`config.mk`:
```
export PLATFORM = sky130hd
export DESIGN_NAME = br_rs_queue_flat
export DESIGN_NICKNAME = d
export VERILOG_FILES = /design/src/rtl/br_rs_queue_if.sv /design/src/rtl/br_rs_queue.sv /design/src/flat_wrapper.sv
export SDC_FILE = /design/constraint.sdc
export NUM_CORES = 1
export LEC_CHECK = 0
export CAP_MARGIN = 15
export CELL_PAD_IN_SITES_DETAIL_PLACEMENT = 1
export CELL_PAD_IN_SITES_GLOBAL_PLACEMENT = 1
export CORE_ASPECT_RATIO = 0.6
export CORE_UTILIZATION = 30
export DETAILED_ROUTE_END_ITERATION = 6
export GPL_TIMING_DRIVEN = 0
export PLACE_DENSITY = 0.54
export SYNTH_ARGS = -nofsm -noshare
export SYNTH_HDL_FRONTEND = slang
export SYNTH_SLANG_ARGS = --single-unit
```
`constraint.sdc`:
```
create_clock -name clk -period 8.33 [get_ports clk]
set_input_delay 1.666 -clock clk [delete_from_list [all_inputs] [get_ports clk]]
set_output_delay 1.666 -clock clk [all_outputs]
set_load 0.02 [all_outputs]
```
`src/rtl/br_rs_queue_if.sv`:
```
// Dispatch, CDB snoop and issue signals of the branch reservation station.
// The slave modport is the station; the master modport is its surroundings.
interface br_rs_queue_if #(
    parameter int DEPTH = 4,
    parameter int ROB_W = 4,
    parameter int OP_W  = 3
);
    localparam int CNT_W = $clog2(DEPTH + 1);

    logic              dispatch_valid;
    logic              dispatch_ready;
    logic [OP_W-1:0]   dispatch_op;
    logic [31:0]       dispatch_pc;
    logic              dispatch_bp_prediction;
    logic [ROB_W-1:0]  dispatch_rob_dest;
    logic              dispatch_q1_valid;
    logic [ROB_W-1:0]  dispatch_q1_tag;
    logic [31:0]       dispatch_q1_data;
    logic              dispatch_q2_valid;
    logic [ROB_W-1:0]  dispatch_q2_tag;
    logic [31:0]       dispatch_q2_data;

    logic              cdb_valid;
    logic [ROB_W-1:0]  cdb_rob_entry;
    logic [31:0]       cdb_data;

    logic              br_ready;
    logic              rs_br_start;
    logic [OP_W-1:0]   issue_op;
    logic [31:0]       issue_pc;
    logic              issue_bp_prediction;
    logic [ROB_W-1:0]  issue_rob_dest;
    logic [31:0]       issue_q1_data;
    logic [31:0]       issue_q2_data;
    logic [CNT_W-1:0]  count;

    modport slave (
        input  dispatch_valid, dispatch_op, dispatch_pc, dispatch_bp_prediction,
               dispatch_rob_dest, dispatch_q1_valid, dispatch_q1_tag, dispatch_q1_data,
               dispatch_q2_valid, dispatch_q2_tag, dispatch_q2_data,
               cdb_valid, cdb_rob_entry, cdb_data, br_ready,
        output dispatch_ready, rs_br_start, issue_op, issue_pc, issue_bp_prediction,
               issue_rob_dest, issue_q1_data, issue_q2_data, count
    );

    modport master (
        output dispatch_valid, dispatch_op, dispatch_pc, dispatch_bp_prediction,
               dispatch_rob_dest, dispatch_q1_valid, dispatch_q1_tag, dispatch_q1_data,
               dispatch_q2_valid, dispatch_q2_tag, dispatch_q2_data,
               cdb_valid, cdb_rob_entry, cdb_data, br_ready,
        input  dispatch_ready, rs_br_start, issue_op, issue_pc, issue_bp_prediction,
               issue_rob_dest, issue_q1_data, issue_q2_data, count
    );
endinterface

```
`src/rtl/br_rs_queue.sv`:
```
// Branch/jalr reservation station: collapsing queue in dispatch order (index 0 oldest),
// CDB operand capture, oldest-ready issue to the branch unit.
module br_rs_queue #(
    parameter int DEPTH = 4,
    parameter int ROB_W = 4,
    parameter int OP_W  = 3
) (
    input  logic           clk,
    input  logic           rst,
    input  logic           flush,
    br_rs_queue_if.slave   bus
);
    localparam int CNT_W = $clog2(DEPTH + 1);
    localparam int IDX_W = $clog2(DEPTH);

    typedef struct packed {
        logic              busy;
        logic [OP_W-1:0]   op;
        logic [31:0]       pc;
        logic              bp;
        logic [ROB_W-1:0]  rob;
        logic              q1_valid;
        logic [ROB_W-1:0]  q1_tag;
        logic [31:0]       q1_data;
        logic              q2_valid;
        logic [ROB_W-1:0]  q2_tag;
        logic [31:0]       q2_data;
    } entry_t;

    entry_t            ent     [DEPTH];
    entry_t            ent_nxt [DEPTH];
    entry_t            disp_ent;
    logic [CNT_W-1:0]  cnt, cnt_nxt, wr_pos;
    logic [IDX_W-1:0]  sel;
    logic              any_ready, start, disp_rdy, disp_acc;

    // Descending scan so the lowest ready index wins.
    always_comb begin
        any_ready = 1'b0;
        sel       = '0;
        for (int i = DEPTH - 1; i >= 0; i--) begin
            if (ent[i].busy && ent[i].q1_valid && ent[i].q2_valid) begin
                any_ready = 1'b1;
                sel       = IDX_W'(i);
            end
        end
    end

    assign disp_rdy = (cnt < CNT_W'(DEPTH));
    assign start    = bus.br_ready & any_ready & ~flush;
    assign disp_acc = bus.dispatch_valid & disp_rdy & ~flush;
    assign wr_pos   = start ? cnt - 1'b1 : cnt;

    assign bus.dispatch_ready      = disp_rdy;
    assign bus.rs_br_start         = start;
    assign bus.issue_op            = ent[sel].op;
    assign bus.issue_pc            = ent[sel].pc;
    assign bus.issue_bp_prediction = ent[sel].bp;
    assign bus.issue_rob_dest      = ent[sel].rob;
    assign bus.issue_q1_data       = ent[sel].q1_data;
    assign bus.issue_q2_data       = ent[sel].q2_data;
    assign bus.count               = cnt;

    always_comb begin
        disp_ent          = '0;
        disp_ent.busy     = 1'b1;
        disp_ent.op       = bus.dispatch_op;
        disp_ent.pc       = bus.dispatch_pc;
        disp_ent.bp       = bus.dispatch_bp_prediction;
        disp_ent.rob      = bus.dispatch_rob_dest;
        disp_ent.q1_valid = bus.dispatch_q1_valid;
        disp_ent.q1_tag   = bus.dispatch_q1_tag;
        disp_ent.q1_data  = bus.dispatch_q1_data;
        disp_ent.q2_valid = bus.dispatch_q2_valid;
        disp_ent.q2_tag   = bus.dispatch_q2_tag;
        disp_ent.q2_data  = bus.dispatch_q2_data;
    end

    always_comb begin
        cnt_nxt = cnt;
        if (flush)
            cnt_nxt = '0;
        else if (disp_acc && !start)
            cnt_nxt = cnt + 1'b1;
        else if (!disp_acc && start)
            cnt_nxt = cnt - 1'b1;
    end

    // Collapse above the issued slot, drop in the dispatch, then snoop the CDB
    // on the final positions (which also covers the dispatch-cycle bypass).
    always_comb begin
        for (int i = 0; i < DEPTH; i++)
            ent_nxt[i] = ent[i];
        for (int i = 0; i < DEPTH - 1; i++) begin
            if (start && IDX_W'(i) >= sel)
                ent_nxt[i] = ent[i + 1];
        end
        for (int i = 0; i < DEPTH; i++) begin
            if (disp_acc && CNT_W'(i) == wr_pos)
                ent_nxt[i] = disp_ent;
            ent_nxt[i].busy = (CNT_W'(i) < cnt_nxt);
            if (ent_nxt[i].busy && bus.cdb_valid) begin
                if (!ent_nxt[i].q1_valid && ent_nxt[i].q1_tag == bus.cdb_rob_entry) begin
                    ent_nxt[i].q1_valid = 1'b1;
                    ent_nxt[i].q1_data  = bus.cdb_data;
                end
                if (!ent_nxt[i].q2_valid && ent_nxt[i].q2_tag == bus.cdb_rob_entry) begin
                    ent_nxt[i].q2_valid = 1'b1;
                    ent_nxt[i].q2_data  = bus.cdb_data;
                end
            end
        end
    end

    always_ff @(posedge clk or negedge rst) begin
        if (!rst) begin
            cnt <= '0;
            for (int i = 0; i < DEPTH; i++)
                ent[i] <= '0;
        end else begin
            cnt <= cnt_nxt;
            for (int i = 0; i < DEPTH; i++)
                ent[i] <= ent_nxt[i];
        end
    end
endmodule

```
`src/flat_wrapper.sv`:
```
// flat-port wrapper written by rule: the top's interface ports become plain ports
module br_rs_queue_flat 
#(
    parameter int DEPTH = 4,
    parameter int ROB_W = 4,
    parameter int OP_W  = 3
)
  (clk, rst, flush, bus_dispatch_valid, bus_dispatch_op, bus_dispatch_pc, bus_dispatch_bp_prediction, bus_dispatch_rob_dest, bus_dispatch_q1_valid, bus_dispatch_q1_tag, bus_dispatch_q1_data, bus_dispatch_q2_valid, bus_dispatch_q2_tag, bus_dispatch_q2_data, bus_cdb_valid, bus_cdb_rob_entry, bus_cdb_data, bus_br_ready, bus_dispatch_ready, bus_rs_br_start, bus_issue_op, bus_issue_pc, bus_issue_bp_prediction, bus_issue_rob_dest, bus_issue_q1_data, bus_issue_q2_data, bus_count);
  br_rs_queue_if #(.DEPTH(DEPTH), .ROB_W(ROB_W), .OP_W(OP_W)) bus_i ();
  input  logic clk;
  input  logic rst;
  input  logic flush;
  input wire logic [$bits(bus_i.dispatch_valid)-1:0] bus_dispatch_valid;
  input wire logic [$bits(bus_i.dispatch_op)-1:0] bus_dispatch_op;
  input wire logic [$bits(bus_i.dispatch_pc)-1:0] bus_dispatch_pc;
  input wire logic [$bits(bus_i.dispatch_bp_prediction)-1:0] bus_dispatch_bp_prediction;
  input wire logic [$bits(bus_i.dispatch_rob_dest)-1:0] bus_dispatch_rob_dest;
  input wire logic [$bits(bus_i.dispatch_q1_valid)-1:0] bus_dispatch_q1_valid;
  input wire logic [$bits(bus_i.dispatch_q1_tag)-1:0] bus_dispatch_q1_tag;
  input wire logic [$bits(bus_i.dispatch_q1_data)-1:0] bus_dispatch_q1_data;
  input wire logic [$bits(bus_i.dispatch_q2_valid)-1:0] bus_dispatch_q2_valid;
  input wire logic [$bits(bus_i.dispatch_q2_tag)-1:0] bus_dispatch_q2_tag;
  input wire logic [$bits(bus_i.dispatch_q2_data)-1:0] bus_dispatch_q2_data;
  input wire logic [$bits(bus_i.cdb_valid)-1:0] bus_cdb_valid;
  input wire logic [$bits(bus_i.cdb_rob_entry)-1:0] bus_cdb_rob_entry;
  input wire logic [$bits(bus_i.cdb_data)-1:0] bus_cdb_data;
  input wire logic [$bits(bus_i.br_ready)-1:0] bus_br_ready;
  output wire logic [$bits(bus_i.dispatch_ready)-1:0] bus_dispatch_ready;
  output wire logic [$bits(bus_i.rs_br_start)-1:0] bus_rs_br_start;
  output wire logic [$bits(bus_i.issue_op)-1:0] bus_issue_op;
  output wire logic [$bits(bus_i.issue_pc)-1:0] bus_issue_pc;
  output wire logic [$bits(bus_i.issue_bp_prediction)-1:0] bus_issue_bp_prediction;
  output wire logic [$bits(bus_i.issue_rob_dest)-1:0] bus_issue_rob_dest;
  output wire logic [$bits(bus_i.issue_q1_data)-1:0] bus_issue_q1_data;
  output wire logic [$bits(bus_i.issue_q2_data)-1:0] bus_issue_q2_data;
  output wire logic [$bits(bus_i.count)-1:0] bus_count;
  assign bus_i.dispatch_valid = bus_dispatch_valid;
  assign bus_i.dispatch_op = bus_dispatch_op;
  assign bus_i.dispatch_pc = bus_dispatch_pc;
  assign bus_i.dispatch_bp_prediction = bus_dispatch_bp_prediction;
  assign bus_i.dispatch_rob_dest = bus_dispatch_rob_dest;
  assign bus_i.dispatch_q1_valid = bus_dispatch_q1_valid;
  assign bus_i.dispatch_q1_tag = bus_dispatch_q1_tag;
  assign bus_i.dispatch_q1_data = bus_dispatch_q1_data;
  assign bus_i.dispatch_q2_valid = bus_dispatch_q2_valid;
  assign bus_i.dispatch_q2_tag = bus_dispatch_q2_tag;
  assign bus_i.dispatch_q2_data = bus_dispatch_q2_data;
  assign bus_i.cdb_valid = bus_cdb_valid;
  assign bus_i.cdb_rob_entry = bus_cdb_rob_entry;
  assign bus_i.cdb_data = bus_cdb_data;
  assign bus_i.br_ready = bus_br_ready;
  assign bus_dispatch_ready = bus_i.dispatch_ready;
  assign bus_rs_br_start = bus_i.rs_br_start;
  assign bus_issue_op = bus_i.issue_op;
  assign bus_issue_pc = bus_i.issue_pc;
  assign bus_issue_bp_prediction = bus_i.issue_bp_prediction;
  assign bus_issue_rob_dest = bus_i.issue_rob_dest;
  assign bus_issue_q1_data = bus_i.issue_q1_data;
  assign bus_issue_q2_data = bus_i.issue_q2_data;
  assign bus_count = bus_i.count;
  br_rs_queue #(.DEPTH(DEPTH), .ROB_W(ROB_W), .OP_W(OP_W)) u_core (.clk(clk), .rst(rst), .flush(flush), .bus(bus_i));
endmodule
```
==> metrics, run 1 <==
worst-skew pair later-pin latency 640 ps; sequential-to-total area share from yosys stat 42.6%; Req. time, crit path 6660 ps; Die ar. 91,800 um2; CTS max path bufs 3; Fin. Hold Viols 0; Setup CP Type reg2out; Ys Warns 0; Period Utilization, post-route 94.1%; max cap viols 0; CTS Buf Count 52; largest net degree at the start of global routing 115; crit path DAT 6170 ps; worst-margin pin slew 1330 ps; CTS HTree Levels 2; DRT antenna net count 0; post-CTS setup buffer count 0; cell area after synthesis 27,200 um2; post-synth cell types 52; Mean Syn Cell Area 9.88 um2; Ports 265; CTS tree yes; Synth async-reset ratio 100%; post-placement cell count 4,234; CP Max Fanout 10; total power 12,000 uW; Yosys reg bits 462; RSZ-0062 raised after global routing false; drt first pass iters 5; gpl congestion 0.867; final setup violation count 0; Core ar. 89,700 um2; most frequent cells in the layout dfrtp_1 (462), mux2i_1 (351), nand2_1 (338); Mapped Nets 2,908; first-pass GRT wire length 181,000 um; Hold WS 542 ps; CP Launch Type flip-flop; wire length per cell 28.7 um; vias in the first global route 25,400; Syn Inst Count 2,750; post_cts resized 0; commonest non-fill, non-tap cell in the layout dfrtp_1; final std cells w/o fill 4,341; Num Clock Sinks 462; layout cells sized above 1 13.2%; register area 11,600 um2; Starting DRT DRC Count 1,801; Fmax achieved 0.128 GHz; DRC viols 0; Chip Height 235 um; clk root buf clkbuf_16; final WL 125,000 um; maximum VDD drop 0.000182 V; width of the die 390 um; row count 85; Hold-fix buffers, CTS 0; GRT overflow 0; status completed; Crit. End Element output pin; clk_skew 27.7 ps; initial antenna violation count 9; detailed placement HPWL 87,900 um; IO buf count 260; Leak Pwr 0.0130 uW; post-layout min period 7840 ps; EDFF count, synth 0; Reg clk slew, reported paths 60 ps; relative slew slack 11.3%; GRT Total Usage 26.8%; via/cell ratio 5.46; Initial Utilization 30.3%; Area Overhead vs Synth 22.2%; Fin Setup TNS 0 ps; via count 23,700; area of the multi-input gates 14,600 um2; Fillers 10,100; Top FF cell, synth dfrtp_1; net count of the finished layout 3,231; power density over cell area 363 nW/um2; HP Class reg2reg; Slew Viols, Final 0
## cells in the mapped netlist (2+ instances only)
master / n / area share [%]
a211oi_1: 104 / 2.9
a21oi_1: 216 / 4.0
a31oi_1: 106 / 2.4
and2_0: 4 / 0.092
and2_1: 101 / 2.3
and3_1: 2 / 0.046
buf_1: 40 / 0.55
buf_2: 38 / 0.70
buf_6: 4 / 0.17
clkbuf_1: 138 / 1.9
dfrtp_1: 462 / 43
ha_1: 2 / 0.092
inv_1: 29 / 0.40
mux2_1: 112 / 4.6
mux2_2: 241 / 10
mux2_4: 31 / 1.7
mux2i_1: 351 / 13
nand2_1: 338 / 4.7
nand2b_1: 5 / 0.12
nand3_1: 11 / 0.20
nand3b_1: 2 / 0.055
nand4_1: 4 / 0.092
nor2_1: 222 / 3.1
nor2b_1: 3 / 0.069
nor3_1: 3 / 0.055
nor4b_1: 2 / 0.065
o211ai_1: 4 / 0.11
o21ai_0: 116 / 2.1
o31a_1: 2 / 0.065
o31ai_1: 2 / 0.055
or3_1: 3 / 0.069
xnor2_1: 17 / 0.55
xor2_1: 16 / 0.52
## power breakdown
group / leakage [uW] / internal, uW / total [uW] / switching [uW]
Clock: 0.000845 / 1360 / 2410 / 1060
Combinational: 0.00657 / 2550 / 5480 / 2930
Sequential: 0.00563 / 3320 / 4150 / 827
Total: 0.0130 / 7220 / 12000 / 4810
## critical path, cell delays in order, from the launching register on
cell	delay, ps
dfrtp_1	400
nand3_1	270
nand3_1	860
clkbuf_1	850
clkbuf_1	950
clkbuf_1	730
nand2_1	130
a31oi_1	600
clkdlybuf4s50_1	730
## metrics by stage
| stage | setup WS [ps] | cell area [um2] | util (%) |
|---|---|---|---|
| floorplan | 3600 | 27200 | - |
| CTS | 552 | 33100 | 37.0 |
| global placement | -16520 | 31300 | 34.9 |
| detailed placement | 1090 | 31400 | 35.1 |
| finish | 494 | 33200 | 37.0 |
| global route | 203 | 33200 | 37.0 |
## per-layer routing
metal  global-route usage (%)  routed length [um]  vias to the layer above  part of all wire, %
met5                        0                  13                        -                0.010
met4                     7.40                3240                        2                  2.6
met3                     4.90                7320                      163                  5.9
met2                     39.3               53300                      719                   43
met1                     39.8               60800                    12400                   49
li1                         -                   -                    10400                    -
## flip-flops by register name (all words and copies together), names as in the netlist
name              flops
u_core.ent          459
u_core.bus.count      3
## path summary, 6_finish.rpt
path                            cells after the start  slack [ps]                     startpoint                           to
max in group asynchronous                           3        5710                            rst     u_core.ent[32]$_DFF_PN0_
worst min register to register                      1         540     u_core.ent[80]$_DFFE_PN0N_   u_core.ent[80]$_DFFE_PN0N_
worst max-delay path                                8         490      u_core.ent[266]$_DFF_PN0_        bus_issue_q2_data[23]
worst min-delay path                                1         540     u_core.ent[80]$_DFFE_PN0N_   u_core.ent[80]$_DFFE_PN0N_
worst max register to register                     10        2750  u_core.bus.count[1]$_DFF_PN0_    u_core.ent[150]$_DFF_PN0_
min in group asynchronous                           1        1000                            rst  u_core.ent[444]$_DFFE_PN0P_
## final cells by class
class,instances,share of cell area [%]
Clock buffer,83,4.76
Clock inverter,13,0.370
Tap cell,1218,4.59
Antenna cell,8,0.0603
Buffer,221,2.74
Multi-Input combinational cell,2038,43.9
Inverter,29,0.328
Sequential cell,462,34.8
Timing Repair Buffer,269,8.38
## kinds of logic (layout without fill, tap and decap cells)
logic type / Yosys count / in the layout / synth area share (%)
other: 0 / 8 / 0
adders and majority gates: 2 / 2 / 0.0921
buffers and inverters: 250 / 615 / 3.75
and+or+nand+nor: 707 / 707 / 11.2
AOI/OAI and AO/OA: 561 / 561 / 12.1
muxes: 735 / 735 / 29.3
xor gates and xnor gates: 33 / 33 / 1.06
DFF: 462 / 462 / 42.6
Note: power is estimated with default switching activity, not from simulation.
==> run 2, diff against run 1 <==
- SETUP_SLACK_MARGIN: default -> 0.02
==> results of run 2 <==
Same layout as run 1: the final DEF is identical, and so are final timing and power.
